`src/rtl/pulse_train_gen_pkg.sv`:
```
// Shared types and helpers for the pulse train generator.
package pulse_train_gen_pkg;

    typedef enum logic [1:0] {
        IDLE = 2'd0,
        HIGH = 2'd1,
        GAP  = 2'd2
    } state_e;

    localparam int unsigned MIN_LEN = 1;

    function automatic int unsigned eff_len(input int unsigned len);
        return (len < MIN_LEN) ? MIN_LEN : len;
    endfunction

endpackage

```
`src/rtl/sat_updown_cnt.sv`:
```
// Saturating up/down counter with clear and a registered overflow pulse.
module sat_updown_cnt #(
    parameter int W = 3
) (
    input  logic         clk,
    input  logic         rst_n,
    input  logic         inc_i,
    input  logic         dec_i,
    input  logic         clr_i,
    output logic [W-1:0] count_o,
    output logic         full_o,
    output logic         ovf_o
);

    localparam logic [W-1:0] MAX = '1;

    logic [W-1:0] cnt_q, cnt_d;
    logic         ovf_q, ovf_d;

    always_comb begin
        cnt_d = cnt_q;
        ovf_d = 1'b0;
        if (clr_i) begin
            cnt_d = '0;
        end else if (inc_i && !dec_i) begin
            if (cnt_q == MAX) ovf_d = 1'b1;
            else              cnt_d = cnt_q + 1'b1;
        end else if (dec_i && !inc_i && cnt_q != '0) begin
            cnt_d = cnt_q - 1'b1;
        end
    end

    always_ff @(posedge clk or negedge rst_n) begin
        if (!rst_n) begin
            cnt_q <= '0;
            ovf_q <= 1'b0;
        end else begin
            cnt_q <= cnt_d;
            ovf_q <= ovf_d;
        end
    end

    assign count_o = cnt_q;
    assign full_o  = (cnt_q == MAX);
    assign ovf_o   = ovf_q;

endmodule

```
`src/rtl/pulse_train_gen.sv`:
```
// Converts trigger pulses into timed high pulses with a minimum low gap,
// queueing triggers that arrive while a pulse train is in progress.
module pulse_train_gen
    import pulse_train_gen_pkg::*;
#(
    parameter int LEN_W  = 8,
    parameter int PEND_W = 3
) (
    input  logic              clk,
    input  logic              rst_n,
    input  logic              en,
    input  logic              trig,
    input  logic [LEN_W-1:0]  high_len,
    input  logic [LEN_W-1:0]  gap_len,
    output logic              signal_out,
    output logic              busy,
    output logic [PEND_W-1:0] pending,
    output logic              done,
    output logic              overflow
);

    state_e           state_q, state_d;
    logic [LEN_W-1:0] cnt_q, cnt_d;
    logic             so_q, so_d;
    logic             done_q, done_d;
    logic             start, consume;
    logic             inc, full_unused;
    logic [LEN_W-1:0] high_m1, gap_m1;

    assign high_m1 = LEN_W'(eff_len(32'(high_len)) - 1);
    assign gap_m1  = LEN_W'(eff_len(32'(gap_len)) - 1);

    always_comb begin
        state_d = state_q;
        cnt_d   = cnt_q;
        so_d    = so_q;
        done_d  = 1'b0;
        start   = 1'b0;
        consume = 1'b0;
        unique case (state_q)
            IDLE: start = en && trig;
            HIGH: begin
                if (cnt_q == '0) begin
                    state_d = GAP;
                    so_d    = 1'b0;
                    done_d  = 1'b1;
                    cnt_d   = gap_m1;
                end else begin
                    cnt_d = cnt_q - 1'b1;
                end
            end
            GAP: begin
                if (cnt_q == '0) begin
                    // A trigger landing exactly at gap expiry with an empty
                    // queue starts directly instead of stranding in IDLE.
                    consume = en && (pending != '0);
                    start   = consume || (en && trig);
                    state_d = IDLE;
                end else begin
                    cnt_d = cnt_q - 1'b1;
                end
            end
            default: state_d = IDLE;
        endcase
        if (start) begin
            state_d = HIGH;
            so_d    = 1'b1;
            cnt_d   = high_m1;
        end
    end

    assign inc = en && trig && !(start && !consume);

    always_ff @(posedge clk or negedge rst_n) begin
        if (!rst_n) begin
            state_q <= IDLE;
            cnt_q   <= '0;
            so_q    <= 1'b0;
            done_q  <= 1'b0;
        end else begin
            state_q <= state_d;
            cnt_q   <= cnt_d;
            so_q    <= so_d;
            done_q  <= done_d;
        end
    end

    sat_updown_cnt #(.W(PEND_W)) u_pend (
        .clk     (clk),
        .rst_n   (rst_n),
        .inc_i   (inc),
        .dec_i   (consume),
        .clr_i   (!en),
        .count_o (pending),
        .full_o  (full_unused),
        .ovf_o   (overflow)
    );

    assign signal_out = so_q;
    assign busy       = (state_q != IDLE);
    assign done       = done_q;

endmodule

```
`config.mk`:
```
export PLATFORM = sky130hd
export DESIGN_NAME = pulse_train_gen
export DESIGN_NICKNAME = d
export VERILOG_FILES = /design/src/rtl/pulse_train_gen_pkg.sv /design/src/rtl/sat_updown_cnt.sv /design/src/rtl/pulse_train_gen.sv
export SDC_FILE = /design/constraint.sdc
export NUM_CORES = 1
export LEC_CHECK = 0
export BUFFER_PORTS_ARGS = -buffer_cell sky130_fd_sc_hd__buf_2
export CAP_MARGIN = 20
export CORE_MARGIN = 3
export CORE_UTILIZATION = 59
export CTS_CLUSTER_SIZE = 25
export DETAILED_ROUTE_END_ITERATION = 16
export PLACE_DENSITY = 0.85
export SYNTH_ARGS = -nofsm -noshare
export SYNTH_HDL_FRONTEND = slang
export SYNTH_SLANG_ARGS = --single-unit
```
`constraint.sdc`:
```
create_clock -name clk -period 6.16 [get_ports clk]
set_clock_uncertainty 0.05 [all_clocks]
set_input_delay 0.308 -clock clk [delete_from_list [all_inputs] [get_ports clk]]
set_output_delay 0.308 -clock clk [all_outputs]
set_load 0.03 [all_outputs]
```
### Word-level counts from Yosys, hierarchy flattened

Index checks and enable logic that the tools add are counted.
W data, S select, Z words.

* bits in registers: 16
* latch bits: 0
* RAM bits: 0
* bits in read-only memories: 0
* bits of input ports: 20
* output and inout port bits: 7
* word-level logic and storage cells: 70
* memories kept: 0

* $add $sub $neg: 5
* multipliers: 0
* div/mod/pow operators: 0
* $lt $le $gt $ge: 2
* equality and inequality tests: 9
* shift operators: 0
* mux-type cells: 26
* bitwise logic cells: 0
* reductions and logical operators: 22

Operators by type and width (count)
* $mux W8: 5
* $sub A8 B1 Y8 const B: 3
* $lt A8 B1 Y1 const B: 2
* $pmux W8 S2: 1
* $mux W3: 4
* $ne A3 B3 Y1 const B: 4
* $mux W1: 11
* $logic_not A8 Y1: 1
* $logic_and A1 B1 Y1: 7
* $mux W2: 3
* $pmux W2 S3: 1
* $reduce_and A2 Y1: 3
* $reduce_bool A2 Y1: 3
* $reduce_bool A3 Y1: 2
* $add A3 B1 Y3 const B: 1
* $eq A3 B3 Y1 const B: 1
* $logic_not A1 Y1: 3
* $ne A3 B1 Y1 const B: 1
* $reduce_and A3 Y1: 1
* $sub A3 B1 Y3 const B: 1
* $eq A2 B1 Y1 const B: 1
* $eq A2 B2 Y1 const B: 1
* $logic_not A2 Y1: 1
* $ne A2 B2 Y1 const B: 1
* 2 further kinds: 2

### Longest topological paths before layout

Gate-level depths: netlist of the first run.

* word-level depth: 14
* mapped depth: 11
* gate-level depth less buffers: 11

### Hierarchy

From an unflattened synthesis of the first run, not the netlist that was laid out.

* cell total of the unflattened synthesis: 165
* area total of the unflattened synthesis: 1428.9 um^2

Modules (own cells, without submodules)
* pulse_train_gen: times used 1, cells an instance 133, area each 1132.3 um^2, sequential area each 300.3 um^2
* sat_updown_cnt: times used 1, cells an instance 32, area each 296.5 um^2, sequential area each 100.1 um^2

### Worst setup path before layout of the first run

Ideal clock, no wire load.

* path type: flip-flop to flip-flop
* start: reg cnt_q[0]
* end: reg u_pend.cnt_q[2] (netlist: u_pend.count_o[2])
* library setup time: 0.120 ns
* arrival time: 2.449 ns
* data required time: 5.990 ns
* slack: 3.540 ns
* stages on the path, launching flop included: 12
* buffers on the path: 0
* period minus slack after synthesis: 2.620 ns
* path through: dfrtp_1 inv_1 ha_1 nor2b_1 a31o_2 or2_2 xnor2_1 ha_1 a311o_1 o22ai_1 o22ai_1 a41o_1

* cells in the longest elaborated chain, start to end: 12
* elaborated cells between the ends (all ways): 18
* classes of those cells: eq/ne: 2; mux: 6; reduce/logical: 10

RTL lines
* start: declaration: line pulse_train_gen.sv:23 `logic [LEN_W-1:0] cnt_q, cnt_d;`
* start signal: assignment: line pulse_train_gen.sv:82 `cnt_q <= cnt_d;`
* $logic_not A8 Y1 (*): line pulse_train_gen.sv:53 `if (cnt_q == '0) begin`
* $mux W1: line pulse_train_gen.sv:53
* $mux W1: line pulse_train_gen.sv:40 `unique case (state_q)`
* $logic_not A1 Y1: line sat_updown_cnt.sv:25, pulse_train_gen.sv:72
* $logic_and A1 B1 Y1: line pulse_train_gen.sv:72 `assign inc = en && trig && !(start && !consume);`
* $logic_not A1 Y1: line pulse_train_gen.sv:72
* $logic_and A1 B1 Y1: line pulse_train_gen.sv:72
* $logic_not A1 Y1: line sat_updown_cnt.sv:28 `end else if (dec_i && !inc_i && cnt_q != '0) begin`
* $logic_and A1 B1 Y1 (2 in series): line sat_updown_cnt.sv:28
* $ne A3 B1 Y1 (no line)
* $reduce_and A2 Y1 (no line)
* end signal: assignment: line sat_updown_cnt.sv:38 `cnt_q <= cnt_d;`
* end: declaration: line sat_updown_cnt.sv:17 `logic [W-1:0] cnt_q, cnt_d;`

Every way passes the cells marked *; elsewhere a longest branch is shown, timed or not.
A chain may end at the register's enable or synchronous reset.

### Final worst setup path of the first run

Same ends and word-level chain as after synthesis.

==> results of run 1 <==
-- logic make-up (layout without fill, tap and decap cells) --
| kind of cell | after synthesis | count (layout) | share of synthesized area [%] |
|---|---|---|---|
| buf+inv | 12 | 40 | 3.473 |
| compound gates | 46 | 46 | 24.32 |
| simple gates | 59 | 59 | 24.95 |
| mux | 6 | 6 | 5.119 |
| flops | 16 | 16 | 29.25 |
| fa+ha+maj | 5 | 5 | 4.570 |
| xor+xnor | 13 | 13 | 8.318 |
-- layout make-up --
type	instances	area (sq um)
Sequential cell	16	400.4
Fill cell	155	516.7
Inverter	9	33.78
Clock buffer	4	36.28
Multi-Input combinational cell	129	920.9
Timing Repair Buffer	27	140.1
Tap cell	27	33.78
-- worst max-delay path: stages, from the launching register on --
cell and delay (ns):
dfrtp_1 0.45, inv_1 0.11, ha_1 0.24, nor2b_1 0.19
a31o_2 0.29, or2_2 0.30, xnor2_1 0.13, ha_1 0.19
a311o_1 0.28, o22ai_1 0.20, o22ai_1 0.11, a41o_1 0.21
-- what timing repair did --
item | 4_1_cts | 5_1_grt
endpoints found under the setup margin | 0 | 0
hold buffers | 1 | 0
endpoints found under the hold margin | 16 | 0
-- registers in the layout, summed over array words and instances (netlist names) --
register and cells:
cnt_q 8, u_pend.count_o 3, state_q 2, done 1
signal_out 1, u_pend.ovf_o 1
-- per-stage QoR --
| stage | setup WS, ns | cells | utilization [%] |
|---|---|---|---|
| finish | 3.298 | 212 | 75.18 |
| global route | 3.177 | 212 | 75.18 |
| CTS | 3.321 | 212 | 75.18 |
| detailed placement | 3.356 | 207 | 72.96 |
| global placement | 3.457 | 207 | 72.96 |
| floorplan | 3.540 | 157 | - |
-- per-layer routing --
| metal | GRT usage, % | share of wire (%) |
|---|---|---|
| met4 | 14.11 | 4.3 |
| met2 | 41.43 | 45 |
| met5 | 0 | 0 |
| met3 | 7.202 | 7.5 |
| met1 | 36.29 | 43 |
-- power by group --
group | switching [mW] | total [mW] | internal, mW
sequential | 0.0644 | 0.210 | 0.146
combinational | 0.199 | 0.362 | 0.163
clock | 0.0354 | 0.0714 | 0.0360
-- worst paths after layout --
kind / end / slack [ns] / cells past startpoint
worst max-delay path: u_pend.count_o[2]$_DFFE_PN0P_ / 3.30 / 11
worst max register to register: u_pend.count_o[2]$_DFFE_PN0P_ / 3.30 / 11
min in group asynchronous: cnt_q[7]$_DFFE_PN0P_ / 0.39 / 2
max in group asynchronous: u_pend.count_o[0]$_DFFE_PN0P_ / 5.39 / 2
worst min register to register: signal_out$_DFFE_PN0P_ / 0.47 / 2
worst min-delay path: cnt_q[0]$_DFFE_PN0P_ / 0.32 / 4
-- cell usage in the layout, fill, tap and decap left out, types with 4 or more instances in the layout --
master | synthesis | routed
buf_2 | 2 | 26
dfrtp_1 | 16 | 16
nand2_1 | 14 | 14
nor2_1 | 11 | 11
inv_1 | 9 | 9
o21ai_0 | 9 | 9
xnor2_1 | 8 | 8
a21oi_1 | 6 | 6
nor3b_1 | 6 | 6
nand3_1 | 5 | 5
xor2_1 | 5 | 5
ha_1 | 5 | 5
nor3_1 | 4 | 4
mux2i_1 | 4 | 4
==> summary.txt, run 1 <==
Run status
  • Status: finished clean

Global routing
  • Initial antenna violation count: 0
  • First-pass GRT wire length: 5.858 mm
  • Vias in the first global route: 1305
  • Total track usage: between 20% and 30%
  • Largest net degree at the start of global routing: 17
  • Global route overflow: 0

Synthesis
  • Area contributors post-synth: dfrtp_1 29%, xnor2_1 5.1%, ha_1 4.6%
  • Top-area cell type share of the netlist area: 29.25%
  • Number of library cell types mapped by synthesis: 48
  • Commonest cells post-synth: 16 x dfrtp_1, 14 x nand2_1, 11 x nor2_1, 9 x inv_1, 9 x o21ai_0
  • Most common cell in the netlist: dfrtp_1
  • Cells after Synth: ~160
  • Async SR Flop Fraction: 100.0%
  • Synth Cell Area: approximately 1400 sq um
  • Top_reg_cell synth: dfrtp_1
  • Post-Syn Nets: around 180
  • Avg Synthesized Cell Area: ~8.7 sq um
  • Yosys reg bits: 16
  • Syn. warnings: 0
  • Number of synthesized flops with an enable pin: 0
  • Post-synth top area cell: dfrtp_1
  • Register area share after synthesis: approximately 30%

Layout
  • Layout area overhead: 14.35%
  • Fin nets: ~210
  • Post-layout instance area: around 1600 sq um
  • Share of cells above drive strength 1: between 20% and 30%
  • N_diodes: 0

Setup path
  • Critical path class: flip-flop to flip-flop
  • CP Capture Type: flip-flop
  • Critical path data required time: 6.31 ns
  • Crit path from: cnt_q[0]$_DFFE_PN0P_
  • CP max FO: 6
  • Critical Path AT: around 3.0 ns
  • Setup crit start kind: flip-flop
  • FF-to-FF Start: cnt_q[0]$_DFFE_PN0P_

Clocking
  • Post CTS Setup Buffer Count: 0
  • Clock-pin slew on the worst setup and hold paths: 0.10 ns
  • Resized cells post-CTS: 0
  • # clock sinks: 16
  • Maximum clock path buffer count: 2
  • CTS tree: built
  • H-Tree Depth: 1
  • Clock root buffer: clkbuf_4
  • CTS Buf Count: 3
  • Worst skew pair latency: around 0.3 ns

Timing
  • Worst-Margin Slew: 0.6050 ns
  • Final Hold Fails: 0
  • Final slew viol count: 0
  • RSZ-0062 raised after global routing: false
  • Fin crit share: between 40 and 50%
  • Fin crit period: ~2.9 ns
  • Fmax: 0.3494 GHz
  • Final hold slack: 0.3210 ns
  • Final setup viols: 0
  • Total negative slack: 0 ns
  • Max_slew headroom: about 60%

Placed design
  • DP HPWL: around 2.6 mm
  • Placed Area: between 1500 and 2000 sq um
  • Port Buf Inserts: 26
  • GP Congestion: about 0.94

Route
  • Via count: about 1400
  • Remaining DRCs: 0
  • Initial DRC count: 56
  • Final Routed Wirelength: between 3 and 4 mm
  • Antenna viol nets, final: 0
  • Per-cell routed wire length: 16.45 um
  • 1st-pass router iterations: 4
  • DR vias/cell: approximately 6.6

Pwr
  • Tot Pwr: between 0.6 and 0.7 mW
  • Maximum vdd drop: 0.3233 mV
  • Total leakage power: 0.6897 nW
  • Pwr dens: roughly 400 nW/um^2

Floorplanning
  • Core Region: 2082 sq um
  • Die height: 54.17 um
  • Die width: between 50 and 60 um
  • Row cnt: 16
  • Die area: 2934 sq um
  • Top Ports: 27
  • Starting Density: approximately 66%

Worst hold path
  • Hold crit path type: input port to flip-flop
  • Worst hold start: high_len[0]

Flow run
  • Max-Cap Viols: 0
(Power assumes the default switching activity.)
==> inputs of run 2 (changes only) <==
- ABC_AREA: unset -> 1
- CORE_UTILIZATION: 59 -> 55
- PLACE_DENSITY: 0.85 -> 0.79
- clock period: 6.16 -> 3 ns (I/O delays scaled with it)
==> summary.txt, run 2 <==
Run status
  • Status: finished clean (unchanged)

Synthesis
  • Async SR Flop Fraction: 100.0% (unchanged)
  • Post-synth top area cell: dfrtp_1 (unchanged)
  • Largest family of logic cells by synthesized area: simple AND/OR/NAND/NOR gates (unchanged)
  • Number of library cell types mapped by synthesis: 24 (was 48)
  • Top-area cell type share of the netlist area: 27.85% (was 29.25%)
  • Most common cell in the netlist: nand2_1 (was dfrtp_1)
  • Post-synthesis compound-gate area fraction: 10.62% (was 24.31%)
  • Synth Cell Area: 1438 sq um (was 1369 sq um)
  • Area contributors post-synth: dfrtp_1 28%, nand2_1 19%, inv_1 8.9% (was dfrtp_1 29%, xnor2_1 5.1%, ha_1 4.6%)
  • Avg Synthesized Cell Area: 6.305 sq um (was 8.719 sq um)
  • Xor and xnor fraction of the mapped netlist area: 5.483% (was 8.318%)
  • Cells after Synth: 228 (was 157)
  • Mux cell area share after synthesis: 0% (was 5.119%)
  • Register area share after synthesis: 27.85% (was 29.25%)
  • Yosys reg bits: 16 (unchanged)
  • Post-Syn Nets: 253 (was 182)
  • Top_reg_cell synth: dfrtp_1 (unchanged)
  • Adder-cell share of the synthesized area: 4.352% (was 4.570%)
  • Synth Area in Simple Gates: 40.56% (was 24.95%)
  • Commonest cells post-synth: 73 x nand2_1, 34 x inv_1, 19 x nand3_1, 19 x nor2_1, 16 x dfrtp_1 (was 16 x dfrtp_1, 14 x nand2_1, 11 x nor2_1, 9 x inv_1, 9 x o21ai_0)
  • Syn. warnings: 0 (unchanged)
  • Number of synthesized flops with an enable pin: 0 (unchanged)

Timing
  • Final slew viol count: 0 (unchanged)
  • Final Hold Fails: 0 (unchanged)
  • Final hold slack: 0.1157 ns (was 0.3210 ns)
  • Fin crit share: 72.57% (was 46.47%)
  • Max_slew headroom: 67.74% (was 59.29%)
  • Worst-Margin Slew: 0.4806 ns (was 0.6050 ns)
  • Total negative slack: 0 ns (unchanged)
  • Final setup viols: 0 (unchanged)
  • RSZ-0062 raised after global routing: false (unchanged)
  • Fmax: 0.4594 GHz (was 0.3494 GHz)
  • Worst Setup Slack, final: 0.8230 ns (was 3.298 ns)
  • Fin crit period: 2.177 ns (was 2.862 ns)

Setup path
  • Crit path from: cnt_q[0]$_DFFE_PN0P_ (unchanged)
  • Setup crit start kind: flip-flop (unchanged)
  • CP cell instances: inv_1, ha_1, nand2_1, nor2_2, nand3_2, nand2_2, inv_1, nand3_1, nand2_1, inv_1, ha_1, inv_1, nand2_1, nand2_1, nand3_1, nand2_1 (was inv_1, ha_1, nor2b_1, a31o_2, or2_2, xnor2_1, ha_1, a311o_1, o22ai_1, o22ai_1, a41o_1)
  • Slowest-stage cell, CP: dfrtp_1 (unchanged)
  • R2R cell count: 16 (was 11)
  • Crit path to: u_pend.count_o[2]$_DFFE_PN0P_ (unchanged)
  • CP max FO: 11 (was 6)
  • Most frequent CP cell: nand2_1
  • Critical Path AT: 2.32 ns (was 3.01 ns)
  • Critical path data required time: 3.14 ns (was 6.31 ns)
  • Setup slack, reg-to-reg: 0.82 ns (was 3.30 ns)
  • Slowest stage delay, CP: 0.38 ns (was 0.45 ns)
  • Critical path class: flip-flop to flip-flop (unchanged)
  • CP Capture Type: flip-flop (unchanged)
  • FF-to-FF Start: cnt_q[0]$_DFFE_PN0P_ (unchanged)
  • Crit Reg-Reg Endpoint: u_pend.count_o[2]$_DFFE_PN0P_ (unchanged)

Floorplanning
  • Core Region: 2340 sq um (was 2082 sq um)
  • Die area: 3263 sq um (was 2934 sq um)
  • Starting Density: 61.44% (was 65.75%)
  • Row cnt: 17 (was 16)
  • Die height: 57.13 um (was 54.17 um)
  • Die width: 57.13 um (was 54.17 um)
  • Top Ports: 27 (unchanged)

Clocking
  • Clock root buffer: clkbuf_4 (unchanged)
  • Maximum clock path buffer count: 2 (unchanged)
  • Clock-pin slew on the worst setup and hold paths: 0.09 ns (was 0.10 ns)
  • Post CTS Setup Buffer Count: 0 (unchanged)
  • Worst skew pair latency: 0.29 ns (was 0.30 ns)
  • H-Tree Depth: 1 (unchanged)
  • # clock sinks: 16 (unchanged)
  • CTS Buf Count: 3 (unchanged)
  • CTS tree: built (unchanged)

Layout
  • Most common cell after layout, fill and taps aside: nand2_1 (was buf_2)
  • Fin nets: 283 (was 211)
  • Max reg flops: 8 (unchanged)
  • Share of cells above drive strength 1: 16.34% (was 21.62%)
  • Most frequent cells in the layout: 73 x nand2_1, 34 x inv_1, 26 x buf_2 (was 26 x buf_2, 16 x dfrtp_1, 14 x nand2_1)
  • Layout area overhead: 13.14% (was 14.35%)
  • Post-layout instance area: 1627 sq um (was 1565 sq um)
  • Register with the most flip-flops: cnt_q (unchanged)
  • N_diodes: 0 (unchanged)

Route
  • 1st-pass router iterations: 4 (unchanged)
  • Per-cell routed wire length: 11.27 um (was 16.45 um)
  • Remaining DRCs: 0 (unchanged)
  • Initial DRC count: 74 (was 56)
  • Antenna viol nets, final: 0 (unchanged)
  • Final Routed Wirelength: 3.212 mm (was 3.487 mm)
  • DR vias/cell: 5.207 (was 6.557)
  • Via count: 1484 (was 1390)

Pwr
  • Sw Share: 50.15% (was 46.42%)
  • Maximum vdd drop: 0.5808 mV (was 0.3233 mV)
  • Sequential share of power: 29.2% (was 32.7%)
  • P_int: 0.6446 mW (was 0.3447 mW)
  • Sw Pwr: 0.6485 mW (was 0.2986 mW)
  • Pwr dens: 794.9 nW/um^2 (was 411.0 nW/um^2)
  • Clk pwr share: 10.9% (was 11.1%)
  • Logic pwr share: 59.9% (was 56.2%)
  • Total leakage power: 0.8744 nW (was 0.6897 nW)

Worst hold path
  • Hold crit path type: input port to flip-flop (unchanged)
  • Worst hold start: en (was high_len[0])

Flow run
  • Max-Cap Viols: 0 (unchanged)

Placed design
  • Pre-CTS setup slack: 0.8266 ns (was 3.356 ns)
  • Port Buf Inserts: 26 (unchanged)
  • Placed Area: 1580 sq um (was 1519 sq um)
  • GP Congestion: 0.9169 (was 0.9411)
  • DP HPWL: 2.630 mm (was 2.609 mm)

Global routing
  • Global route overflow: 0 (unchanged)
  • Largest net degree at the start of global routing: 17 (unchanged)
  • Initial antenna violation count: 0 (unchanged)
  • First-pass GRT wire length: 5.616 mm (was 5.858 mm)
  • Total track usage: 21.58% (was 27.66%)
  • Vias in the first global route: 1261 (was 1305)
[run 2: how the worst min path moves through the flow]
stage | to | slack (ns) | depth (start not counted)
6_report | u_pend.ovf_o$_DFF_PN0_ | 0.12 | 3
5_1_grt | u_pend.ovf_o$_DFF_PN0_ | 0.13 | 3
4_1_cts | u_pend.ovf_o$_DFF_PN0_ | 0.11 | 3
3_5_place_dp | cnt_q[6]$_DFFE_PN0P_ | 0.03 | 1
3_3_place_gp | cnt_q[2]$_DFFE_PN0P_ | 0.03 | 1
2_1_floorplan | cnt_q[0]$_DFFE_PN0P_ | -0.20 | 0
[run 2: cell families after synthesis]
logic type / Yosys count
AND/OR/NAND/NOR: 131
buffers and inverters: 38
AO/OA/AOI/OAI: 29
flip-flops: 16
XOR/XNOR: 9
adder cells (fa/ha/maj): 5
[run 2: power by group through the flow]
stage                     clock network [mW]  logic (mW)  registers [mW]
final                                  0.141       0.775           0.377
after global routing                   0.155       0.896           0.392
after CTS                              0.147       0.777           0.375
after detailed placement                   0       0.770           0.380
after global placement                     0       0.763           0.378
after floorplan                            0       0.587           0.392
[run 2: final cells by class]
| cell class | instances | area [sq um] |
|---|---|---|
| Clock buffer | 4 | 36.28 |
| Multi-Input combinational cell | 174 | 877.1 |
| Inverter | 36 | 137.6 |
| Timing Repair Buffer | 27 | 140.1 |
| Fill cell | 229 | 713.2 |
| Sequential cell | 16 | 400.4 |
| Tap cell | 28 | 35.03 |
[run 2: per-layer routing]
| metal | GRT usage, % | wire [um] | part of all wire, % |
|---|---|---|---|
| met5 | 0 | 0 | 0 |
| met4 | 1.987 | 16 | 0.50 |
| met3 | 4.977 | 186 | 5.8 |
| met2 | 32.95 | 1426 | 44 |
| met1 | 32.26 | 1583 | 49 |
[run 2: timing repair]
item	in CTS	in global routing
hold buffers	1	0
endpoints found under the hold margin	16	0
gates resized for setup	0	0
[run 2: critical path: cells and delay by family, from the launching register on]
| family | cells | cell delay (ns) |
|---|---|---|
| adders and majority gates | 2 | 0.31 |
| buffers and inverters | 4 | 0.40 |
| DFF | 1 | 0.38 |
| and+or+nand+nor | 10 | 0.94 |
[run 2: through the flow]
stage | power (mW) | instances | util, %
2_1_floorplan | 0.9789 | 228 | -
3_3_place_gp | 1.141 | 280 | 67.54
3_5_place_dp | 1.151 | 280 | 67.54
4_1_cts | 1.299 | 285 | 69.52
5_1_grt | 1.443 | 285 | 69.52
6_report | 1.293 | 285 | 69.52
